==> src/rtl/muldiv_issue_arb_pkg.sv <==
// ============================================================================
// muldiv_issue_arb_pkg
// Shared op-field layout, mul/div class masks, arbiter state encodings and
// default divider latency for the mul/div issue arbiter.
// Revision: 1.0
// ============================================================================
`default_nettype none

`ifndef MUL_EXEPARAM_DW
`define MUL_EXEPARAM_DW 32
`endif

package muldiv_issue_arb_pkg;

    localparam int MUL_EXEPARAM_DW = `MUL_EXEPARAM_DW;
    localparam int DIV_LAT_DEF     = 66;

    // Op field occupies the 13 MSBs of a param word; mul is the topmost bit
    localparam int OP_W      = 13;
    localparam int OP_MUL    = 12;
    localparam int OP_MULH   = 11;
    localparam int OP_MULHSU = 10;
    localparam int OP_MULHU  = 9;
    localparam int OP_DIV    = 8;
    localparam int OP_DIVU   = 7;
    localparam int OP_REM    = 6;
    localparam int OP_REMU   = 5;
    localparam int OP_MULW   = 4;
    localparam int OP_DIVW   = 3;
    localparam int OP_DIVUW  = 2;
    localparam int OP_REMW   = 1;
    localparam int OP_REMUW  = 0;

    localparam logic [OP_W-1:0] MUL_MASK = OP_W'((1 << OP_MUL) | (1 << OP_MULH) |
        (1 << OP_MULHSU) | (1 << OP_MULHU) | (1 << OP_MULW));
    localparam logic [OP_W-1:0] DIV_MASK = OP_W'((1 << OP_DIV) | (1 << OP_DIVU) |
        (1 << OP_REM) | (1 << OP_REMU) | (1 << OP_DIVW) | (1 << OP_DIVUW) |
        (1 << OP_REMW) | (1 << OP_REMUW));

    localparam logic [1:0] ST_IDLE  = 2'd0;
    localparam logic [1:0] ST_MUL   = 2'd1;
    localparam logic [1:0] ST_DIV   = 2'd2;
    localparam logic [1:0] ST_DRAIN = 2'd3;

    function automatic logic op_legal(input logic [OP_W-1:0] op);
        return (op != '0) && ((op & (op - 1'b1)) == '0);
    endfunction

    function automatic logic is_mul_op(input logic [OP_W-1:0] op);
        return |(op & MUL_MASK);
    endfunction

    function automatic logic is_div_op(input logic [OP_W-1:0] op);
        return |(op & DIV_MASK);
    endfunction

endpackage

`default_nettype wire

==> src/rtl/muldiv_issue_arb_rr_pick.sv <==
// ============================================================================
// muldiv_rr_pick
// Round-robin picker: first set bit of vld searching upward from ptr, with wrap.
// Revision: 1.0
// ============================================================================
`default_nettype none

module muldiv_rr_pick #(
    parameter int NREQ = 2,
    parameter int PW   = (NREQ > 1) ? $clog2(NREQ) : 1
) (
    input  logic [NREQ-1:0] vld,
    input  logic [PW-1:0]   ptr,
    output logic [NREQ-1:0] gnt
);

    logic          w_found;
    logic [PW-1:0] w_idx;

    always_comb begin
        gnt     = '0;
        w_found = 1'b0;
        w_idx   = '0;
        for (int k = 0; k < NREQ; k++) begin
            w_idx = PW'((32'(ptr) + 32'(k)) % NREQ);
            if (!w_found && vld[w_idx]) begin
                gnt[w_idx] = 1'b1;
                w_found    = 1'b1;
            end
        end
    end

endmodule

`default_nettype wire

==> src/rtl/muldiv_issue_arb.sv <==
// ============================================================================
// muldiv_issue_arb
// Arbitrates NREQ issue queues onto the shared mul/div unit and sequences it.
// Define MULDIV_ARB_FIXED_PRIO_EN for fixed priority (lowest index wins).
// Revision: 1.0
// ============================================================================
`default_nettype none

module muldiv_issue_arb
    import muldiv_issue_arb_pkg::*;
#(
    parameter int NREQ    = 2,
    parameter int DW      = MUL_EXEPARAM_DW,
    parameter int DIV_LAT = DIV_LAT_DEF
) (
    input  logic               CLK,
    input  logic               RST,
    input  logic [NREQ-1:0]    req_vaild,
    input  logic [NREQ*DW-1:0] req_param,
    output logic [NREQ-1:0]    req_ready,
    output logic               exe_vaild,
    output logic [DW-1:0]      exe_param,
    input  logic               exe_ready,
    input  logic               wb_vaild,
    input  logic               flush,
    output logic               wb_kill,
    output logic               busy,
    output logic               wdog_err
);

    localparam int PW = (NREQ > 1) ? $clog2(NREQ) : 1;
    localparam int CW = $clog2(DIV_LAT + 1);

    logic [1:0]      r_state;
    logic [1:0]      w_next;
    logic [CW-1:0]   r_cnt;
    logic            r_exe_vaild;
    logic [DW-1:0]   r_exe_param;
    logic            r_wdog;
    logic [NREQ-1:0] w_elig;
    logic [NREQ-1:0] w_gnt;
    logic [PW-1:0]   w_ptr;
    logic            w_can_issue;
    logic            w_issue;
    logic [DW-1:0]   w_sel_param;
    logic [OP_W-1:0] w_sel_op;
    logic            w_wdog_set;

    // Malformed op fields never become eligible, so they stay in their queue
    always_comb begin
        w_elig = '0;
        for (int i = 0; i < NREQ; i++) begin
            w_elig[i] = req_vaild[i] & op_legal(req_param[DW*i + DW - OP_W +: OP_W]);
        end
    end

    muldiv_rr_pick #(
        .NREQ (NREQ),
        .PW   (PW)
    ) u_pick (
        .vld (w_elig),
        .ptr (w_ptr),
        .gnt (w_gnt)
    );

`ifdef MULDIV_ARB_FIXED_PRIO_EN
    assign w_ptr = '0;
`else
    logic [PW-1:0] r_rr_ptr;
    logic [PW-1:0] w_gnt_idx;

    always_comb begin
        w_gnt_idx = '0;
        for (int i = 0; i < NREQ; i++) begin
            if (w_gnt[i]) begin
                w_gnt_idx = PW'(i);
            end
        end
    end

    always_ff @(posedge CLK or posedge RST) begin
        if (RST) begin
            r_rr_ptr <= '0;
        end else if (w_issue) begin
            r_rr_ptr <= (w_gnt_idx == PW'(NREQ - 1)) ? '0 : w_gnt_idx + 1'b1;
        end
    end

    assign w_ptr = r_rr_ptr;
`endif

    assign w_can_issue = (r_state == ST_IDLE) & exe_ready & ~flush & (|req_vaild);
    assign req_ready   = w_can_issue ? w_gnt : '0;
    assign w_issue     = |req_ready;

    always_comb begin
        w_sel_param = '0;
        for (int i = 0; i < NREQ; i++) begin
            if (w_gnt[i]) begin
                w_sel_param = w_sel_param | req_param[DW*i +: DW];
            end
        end
    end

    assign w_sel_op = w_sel_param[DW-1 -: OP_W];

    always_ff @(posedge CLK or posedge RST) begin
        if (RST) begin
            r_state     <= ST_IDLE;
            r_cnt       <= '0;
            r_exe_vaild <= 1'b0;
            r_exe_param <= '0;
            r_wdog      <= 1'b0;
        end else begin
            r_state     <= w_next;
            r_exe_vaild <= w_issue;
            r_wdog      <= w_wdog_set;
            if (w_issue) begin
                r_exe_param <= w_sel_param;
            end
            // Countdown keeps running through DRAIN so a lost divide still exits
            if (w_issue && is_div_op(w_sel_op)) begin
                r_cnt <= CW'(DIV_LAT);
            end else if (w_next == ST_IDLE) begin
                r_cnt <= '0;
            end else if (r_cnt != '0) begin
                r_cnt <= r_cnt - 1'b1;
            end
        end
    end

    always_comb begin
        w_next = r_state;
        case (r_state)
            ST_IDLE: begin
                if (w_issue) begin
                    w_next = is_mul_op(w_sel_op) ? ST_MUL : ST_DIV;
                end
            end
            ST_MUL: begin
                if (flush || wb_vaild) begin
                    w_next = ST_IDLE;
                end
            end
            ST_DIV: begin
                if (wb_vaild) begin
                    w_next = ST_IDLE;
                end else if (flush) begin
                    w_next = ST_DRAIN;
                end else if (r_cnt == '0) begin
                    w_next = ST_IDLE;
                end
            end
            ST_DRAIN: begin
                if (wb_vaild || (r_cnt == '0)) begin
                    w_next = ST_IDLE;
                end
            end
            default: w_next = ST_IDLE;
        endcase
    end

    always_comb begin
        busy       = (r_state != ST_IDLE);
        wb_kill    = wb_vaild & (flush | (r_state == ST_DRAIN));
        w_wdog_set = (r_state == ST_DIV) & (r_cnt == '0) & ~wb_vaild & ~flush;
    end

    assign exe_vaild = r_exe_vaild;
    assign exe_param = r_exe_param;
    assign wdog_err  = r_wdog;

endmodule

`default_nettype wire

==> config.mk <==
export PLATFORM = sky130hd
export DESIGN_NAME = muldiv_issue_arb
export DESIGN_NICKNAME = d
export VERILOG_FILES = /design/src/rtl/muldiv_issue_arb_pkg.sv /design/src/rtl/muldiv_issue_arb_rr_pick.sv /design/src/rtl/muldiv_issue_arb.sv
export SDC_FILE = /design/constraint.sdc
export NUM_CORES = 1
export LEC_CHECK = 0
export BUFFER_PORTS_ARGS = -buffer_cell sky130_fd_sc_hd__buf_4
export CORE_MARGIN = 5
export CORE_UTILIZATION = 50
export CTS_CLUSTER_SIZE = 24
export DETAILED_ROUTE_END_ITERATION = 16
export GPL_ROUTABILITY_DRIVEN = 0
export PLACE_DENSITY = 0.85
export SYNTH_ARGS = -nofsm -noshare
export SYNTH_HDL_FRONTEND = slang
export SYNTH_SLANG_ARGS = --single-unit
==> constraint.sdc <==
create_clock -name CLK -period 6.55 [get_ports CLK]
set_clock_uncertainty 0.2 [all_clocks]
set_input_delay 1.31 -clock CLK [delete_from_list [all_inputs] [get_ports CLK]]
set_output_delay 1.31 -clock CLK [all_outputs]
set_load 0.05 [all_outputs]
* Word-level counts from Yosys, hierarchy flattened *
Index checks and enable logic that the tools add are counted.

word-level totals
  register bits = 44
  input bits = 71
  output and inout port bits = 38
  logic and storage cells = 84

operators by class
  $add $sub $neg = 5
  order comparisons = 4
  equality and inequality tests = 3
  multiplexer cells = 27
  bitwise gates (word level) = 16
  reductions and logical operators = 23

operators by type and width
  operator               number
  $mux 32                2
  $or 32x32->32          1
  $and 13x13->13         2
  $logic_not 13->1       2
  $reduce_bool 13->1     2
  $sub 13x1->13 const B  2
  $mux 7                 3
  $mux 2                 10
  $and 1x1->1            9
  $mux 1                 9
  $pmux 2 s4             1
  $reduce_or 8->1        1
  $logic_not 7->1        1
  $reduce_bool 7->1      1
  $sub 7x1->7 const B    1
  $logic_and 1x1->1      6
  $reduce_or 5->1        1
  $eq 2x2->1 const B     2
  $logic_not 2->1        2
  $lt 1x2->1 const B     2
  $reduce_or 2->1        2
  $reduce_bool 3->1      1
  $add 1x1->1 const B    2
  $demux 1 s1            2
  other kinds (8)        11

* Depth between registers and ports, before layout *
  word-level depth = 21
  mapped depth = 9
  gate-level depth less buffers = 8

* Modules after synthesis *
A second synthesis with hierarchy kept.

second synthesis, totals
  cell total of the unflattened synthesis = 268
  area, all modules = 2426.1 µm²

modules (own cells, without submodules)
  module            instances  cells each  area each (µm²)  sequential area each (µm²)
  muldiv_issue_arb  1          265         2407.3           1101.1
  muldiv_rr_pick    1          3           18.8             0.0

* Worst setup path after synthesis *
Ideal clock, no wire load.

  path kind = input to output
  from = input req_param[20]
  to = output req_ready[0]
  data arrival time = 3752 ps
  data required time = 5040 ps
  slack = 1288 ps
  cell stages on the path = 5
  buffers on the path = 0
  path through = or4_1 -> nor3_1 -> mux2i_1 -> nand3_4 -> nor3_1

on the way
  longest elaborated chain between the ends = 12
  elaborated cells between the ends (all ways) = 17
  classes of those cells = add/sub (1); mux (8); bitwise (3); reduce/logical (5)

RTL lines
  item                                       line                            text
  start: declaration                         muldiv_issue_arb.sv:19          input logic [NREQ*DW-1:0] req_param,
  $sub 13x1->13                              muldiv_issue_arb_pkg.sv:46      return (op != '0) && ((op & (op - 1'b1)) == '0);
  $and 13x13->13                             muldiv_issue_arb_pkg.sv:46
  $logic_not 13->1                           muldiv_issue_arb_pkg.sv:46
  $logic_and 1x1->1 *                        muldiv_issue_arb_pkg.sv:46
  $and 1x1->1 *                              muldiv_issue_arb.sv:53          w_elig[i] = req_vaild[i] & op_legal(req_param[DW*i + DW - OP_W +: OP_W]);
  $mux 1 (implied by the code) (2 in a row)  muldiv_issue_arb_rr_pick.sv:26  if (!w_found && vld[w_idx]) begin
  $mux 1                                     muldiv_issue_arb_rr_pick.sv:26
  $logic_not 1->1                            muldiv_issue_arb_rr_pick.sv:26
  $logic_and 1x1->1                          muldiv_issue_arb_rr_pick.sv:26
  $mux 2 *                                   muldiv_issue_arb_rr_pick.sv:26
  $mux 2 *                                   muldiv_issue_arb.sv:93          assign req_ready = w_can_issue ? w_gnt : '0;
  end: declaration                           muldiv_issue_arb.sv:20          output logic [NREQ-1:0] req_ready,

Every way passes the cells marked *; elsewhere a longest branch is shown, timed or not. The select of a mux whose other input is x is not followed.

* Final worst setup path *
  from = input req_param[52]
  to = output req_ready[1]

Same word-level chain as after synthesis.

==> run_results.csv <==
group,metric,value,unit
status,run_status,"finished, final reports clean",
clocking,path_clk_slew,0.09,ns
worst_setup_path,crit_type,"input pin to output pin",
global_routing,grt_pass1_vias,2396,
yosys,syn_area_per_cell,10.8,um2
die,design.portCount,109,
worst_setup_path,required_time_at_the_endpoint_of_the_critical_path,5.04,ns
worst_setup_path,worst-path-max-fanout,33,
yosys,async_reset_ff_share,100,%
yosys,synth.yosys.seq_area_share,43.7,%
yosys,post_synth_instance_area,0.00252,mm2
die,rows,25,
drt,vias_per_std_cell,5.76,
sta,final-setup-viol-count,0,
clocking,cts_post_setup_buffers_inserted,0,
die,initial_core_utilization,52.3,%
sta,hold_viol,0,
sta,rsz0062_at_grt,"no",
worst_setup_path,critical_path.reg2reg.startpoint,"r_state[0]$_DFF_PP0_",
drt,vias,2351,
job,cap_violations,0,
clocking,deepest_clock_path_buffer_count,2,
yosys,yosys_register_bits,44,
clocking,ctsHoldBuffers,0,
die,die-area,0.00656,mm2
sta,slew-limit-headroom,36.0,%
worst_setup_path,cp_slowest_stage_delay,0.66,ns
worst_setup_path,critPathLaunch,"req_param[52]",
clocking,tritoncts,"done",
sta,post-route-min-period,5.32,ns
die,dieHeight,81.0,um
die,placeable_core_area,0.00482,mm2
worst_hold_path,worst_min_delay_path_class,"register to register",
yosys,ys_dominant_reg_cell,"dfrtp_1",
clocking,root_buffer,"clkbuf_8",
place,detailedPlacementHpwl,5.34,mm
global_routing,grt_max_degree,45,
cells_and_area,layout-drive-gt1-share,40.2,%
worst_setup_path,crit_path_top_delay_cell,"or4_1",
sta,clock.fmax,188,MHz
clocking,worstSkewPairLatency,0.31,ns
global_routing,gr_util_all_layers,22.7,%
power,power_leakage,1.65,nW
global_routing,first_pass_grt_wire_length,11.4,mm
cells_and_area,num_antenna_cells,0,
yosys,post_synthesis_cell_type_with_the_largest_combined_area,"dfrtp_1",
power,power_density,162,mW/mm2
clocking,numCtsBuffers,5,
place,port_buffers,108,
yosys,synthTopCellsByArea,"dfrtp_1 (44%), a221o_1 (12%), and2_0 (6.7%), or4_1 (2.1%), nor3_1 (2.0%)",
cells_and_area,flow.area_growth_from_synthesis,38.4,%
place,dpl_worst_slack,1.25,ns
cells_and_area,fin_nets,412,
yosys,synth.net_count,306,
worst_setup_path,crit_path_cells,"buf_4 > or4_1 > nor4_2 > o311ai_1 > a21oi_4 > o21ai_4 > nor2_4 > buf_4 > buf_4",
sta,finalWorstSetupSlack,1.23,ns
clocking,clock_tree.htree_level_count,2,
clocking,cts-resized-gates,0,
worst_setup_path,setup.worst_path.end_class,"output pin",
worst_setup_path,critical_path_start_type,"input pin",
sta,worstMarginPinSlew,0.959,ns
yosys,synthesis.instances,234,
yosys,synth_largest_type_area_fraction,43.7,%
drt,routedWlPerCell,17.6,um
sta,final_max_slew_viol_count,0,
sta,totalNegativeSetupSlack,0,ns
drt,dr.first_iter.drc_count,129,
drt,routed_wirelength,7.20,mm
sta,final.period_utilization,81.2,%
global_routing,antenna_violations_before_repair,0,
drt,drc_errors,0,
die,die_width,81.0,um
cells_and_area,num-fill-cells,389,
yosys,synth-edff-count,0,
yosys,synth_warnings,0,
global_routing,total_overflow_reported_by_the_global_router,0,
worst_hold_path,min-delay-start,"exe_param[30]$_DFFE_PP0N_",
clocking,tritoncts_num_sinks,44,
worst_setup_path,worst_ep_arrival_time,3.81,ns
power,power.ir.vdd_worst,0.134,mV
drt,final_antenna_net_count,0,
power,p_total,0.567,mW
yosys,synth_cell_types,55,
worst_setup_path,critical-path-top-cell-by-count,"buf_4",
drt,number_of_detailed_routing_iterations_run_before_antenna_repair,4,
-- critical path: cells and delay by family --
kind | cells | cell delay, ns
AO/OA/AOI/OAI | 3 | 0.66
AND/OR/NAND/NOR | 3 | 1.08
buffers and inverters | 3 | 0.74
-- worst paths after layout --
check                                                  to  slack (ns)  cells past startpoint
max in group asynchronous       exe_param[23]$_DFFE_PP0N_        4.56                      2
worst min-delay path            exe_param[30]$_DFFE_PP0N_        0.30                      2
worst max register to register  exe_param[12]$_DFFE_PP0N_        3.93                      5
worst min register to register  exe_param[30]$_DFFE_PP0N_        0.30                      2
min in group asynchronous        exe_param[2]$_DFFE_PP0N_        1.00                      2
worst max-delay path                         req_ready[1]        1.23                      9
-- stage by stage --
step                      util, %  area [um2]  std cells  hold slack, ns
after floorplan                 -        2520        234           0.310
final                        72.4        3490        408           0.300
after detailed placement     69.9        3370        400           0.281
after global placement       69.9        3370        400           0.270
after global routing         72.4        3490        408           0.325
after CTS                    72.4        3490        408           0.302
-- registers in the layout, indices dropped and copies added (netlist names) --
signal	cells
exe_param	32
r_cnt	7
r_state	2
exe_vaild	1
r_rr_ptr	1
wdog_err	1
-- Yosys cell counts (3+ instances only) --
cell     number
a21oi_1       4
a221o_1      31
and2_0       27
and2_1        5
buf_2         6
buf_6         3
dfrtp_1      44
inv_1         9
maj3_1        3
nand2_1       6
nor2_1       13
nor3_1       10
nor4_1        3
o21ai_0       7
or2_2         3
or3_1         3
or4_1         7
-- layer usage --
layer  routed length [um]  vias to the layer above  global-route usage (%)
li1                     -                     1119                       -
met5                    0                        -                       0
met4                  210                        0                    9.97
met2                 3590                       73                    36.7
met1                 3040                     1138                    29.3
met3                  352                       21                    4.77
-- cells by family (layout without fill, tap and decap cells) --
kind of cell | count (synthesis) | count (layout) | synth area share [%]
AND/OR/NAND/NOR | 92 | 92 | 22.5
AO/OA/AOI/OAI | 67 | 67 | 25.3
flip-flops | 44 | 44 | 43.7
buffers and inverters | 20 | 127 | 4.17
adder cells (fa/ha/maj) | 4 | 4 | 1.69
XOR/XNOR | 4 | 4 | 1.39
multiplexers | 3 | 3 | 1.24
-- cell type report --
class	count	area [um2]	share of cell area, %
Sequential cell	44	1100	31.6
Multi-Input combinational cell	170	1320	37.9
Inverter	9	33.8	0.968
Clock inverter	2	38.8	1.11
Timing Repair Buffer	110	826	23.7
Clock buffer	6	82.6	2.37
Tap cell	67	83.8	2.40
-- where the power goes --
| group | switching [mW] | internal, mW | leakage, nW |
|---|---|---|---|
| Combinational | 0.0353 | 0.0363 | 0.976 |
| Clock | 0.0970 | 0.125 | 0.0614 |
| Sequential | 0.000732 | 0.273 | 0.615 |
-- cells in the final DEF (no fill, tap or decap), drive strengths merged, types with 2 or more instances in the layout --
master,Yosys,final
nor4b,2,2
o31ai,2,2
a21oi,5,5
mux2i,2,2
nor4,4,4
dfrtp,44,44
or4,7,7
o21bai,3,3
nand3,2,2
a2bb2oi,2,2
clkbuf,2,6
and4,2,2
nand2,6,6
or4b,3,3
nor2,14,14
a211oi,2,2
or2,3,3
and2,32,32
buf,9,110
nor3,10,10
a2111oi,2,2
o21ai,8,8
maj3,3,3
a2111o,2,2
and3,2,2
xnor2,2,2
a221o,31,31
inv,9,9
or3,4,4
xor2,2,2
Note: power is estimated with default switching activity, not from simulation.
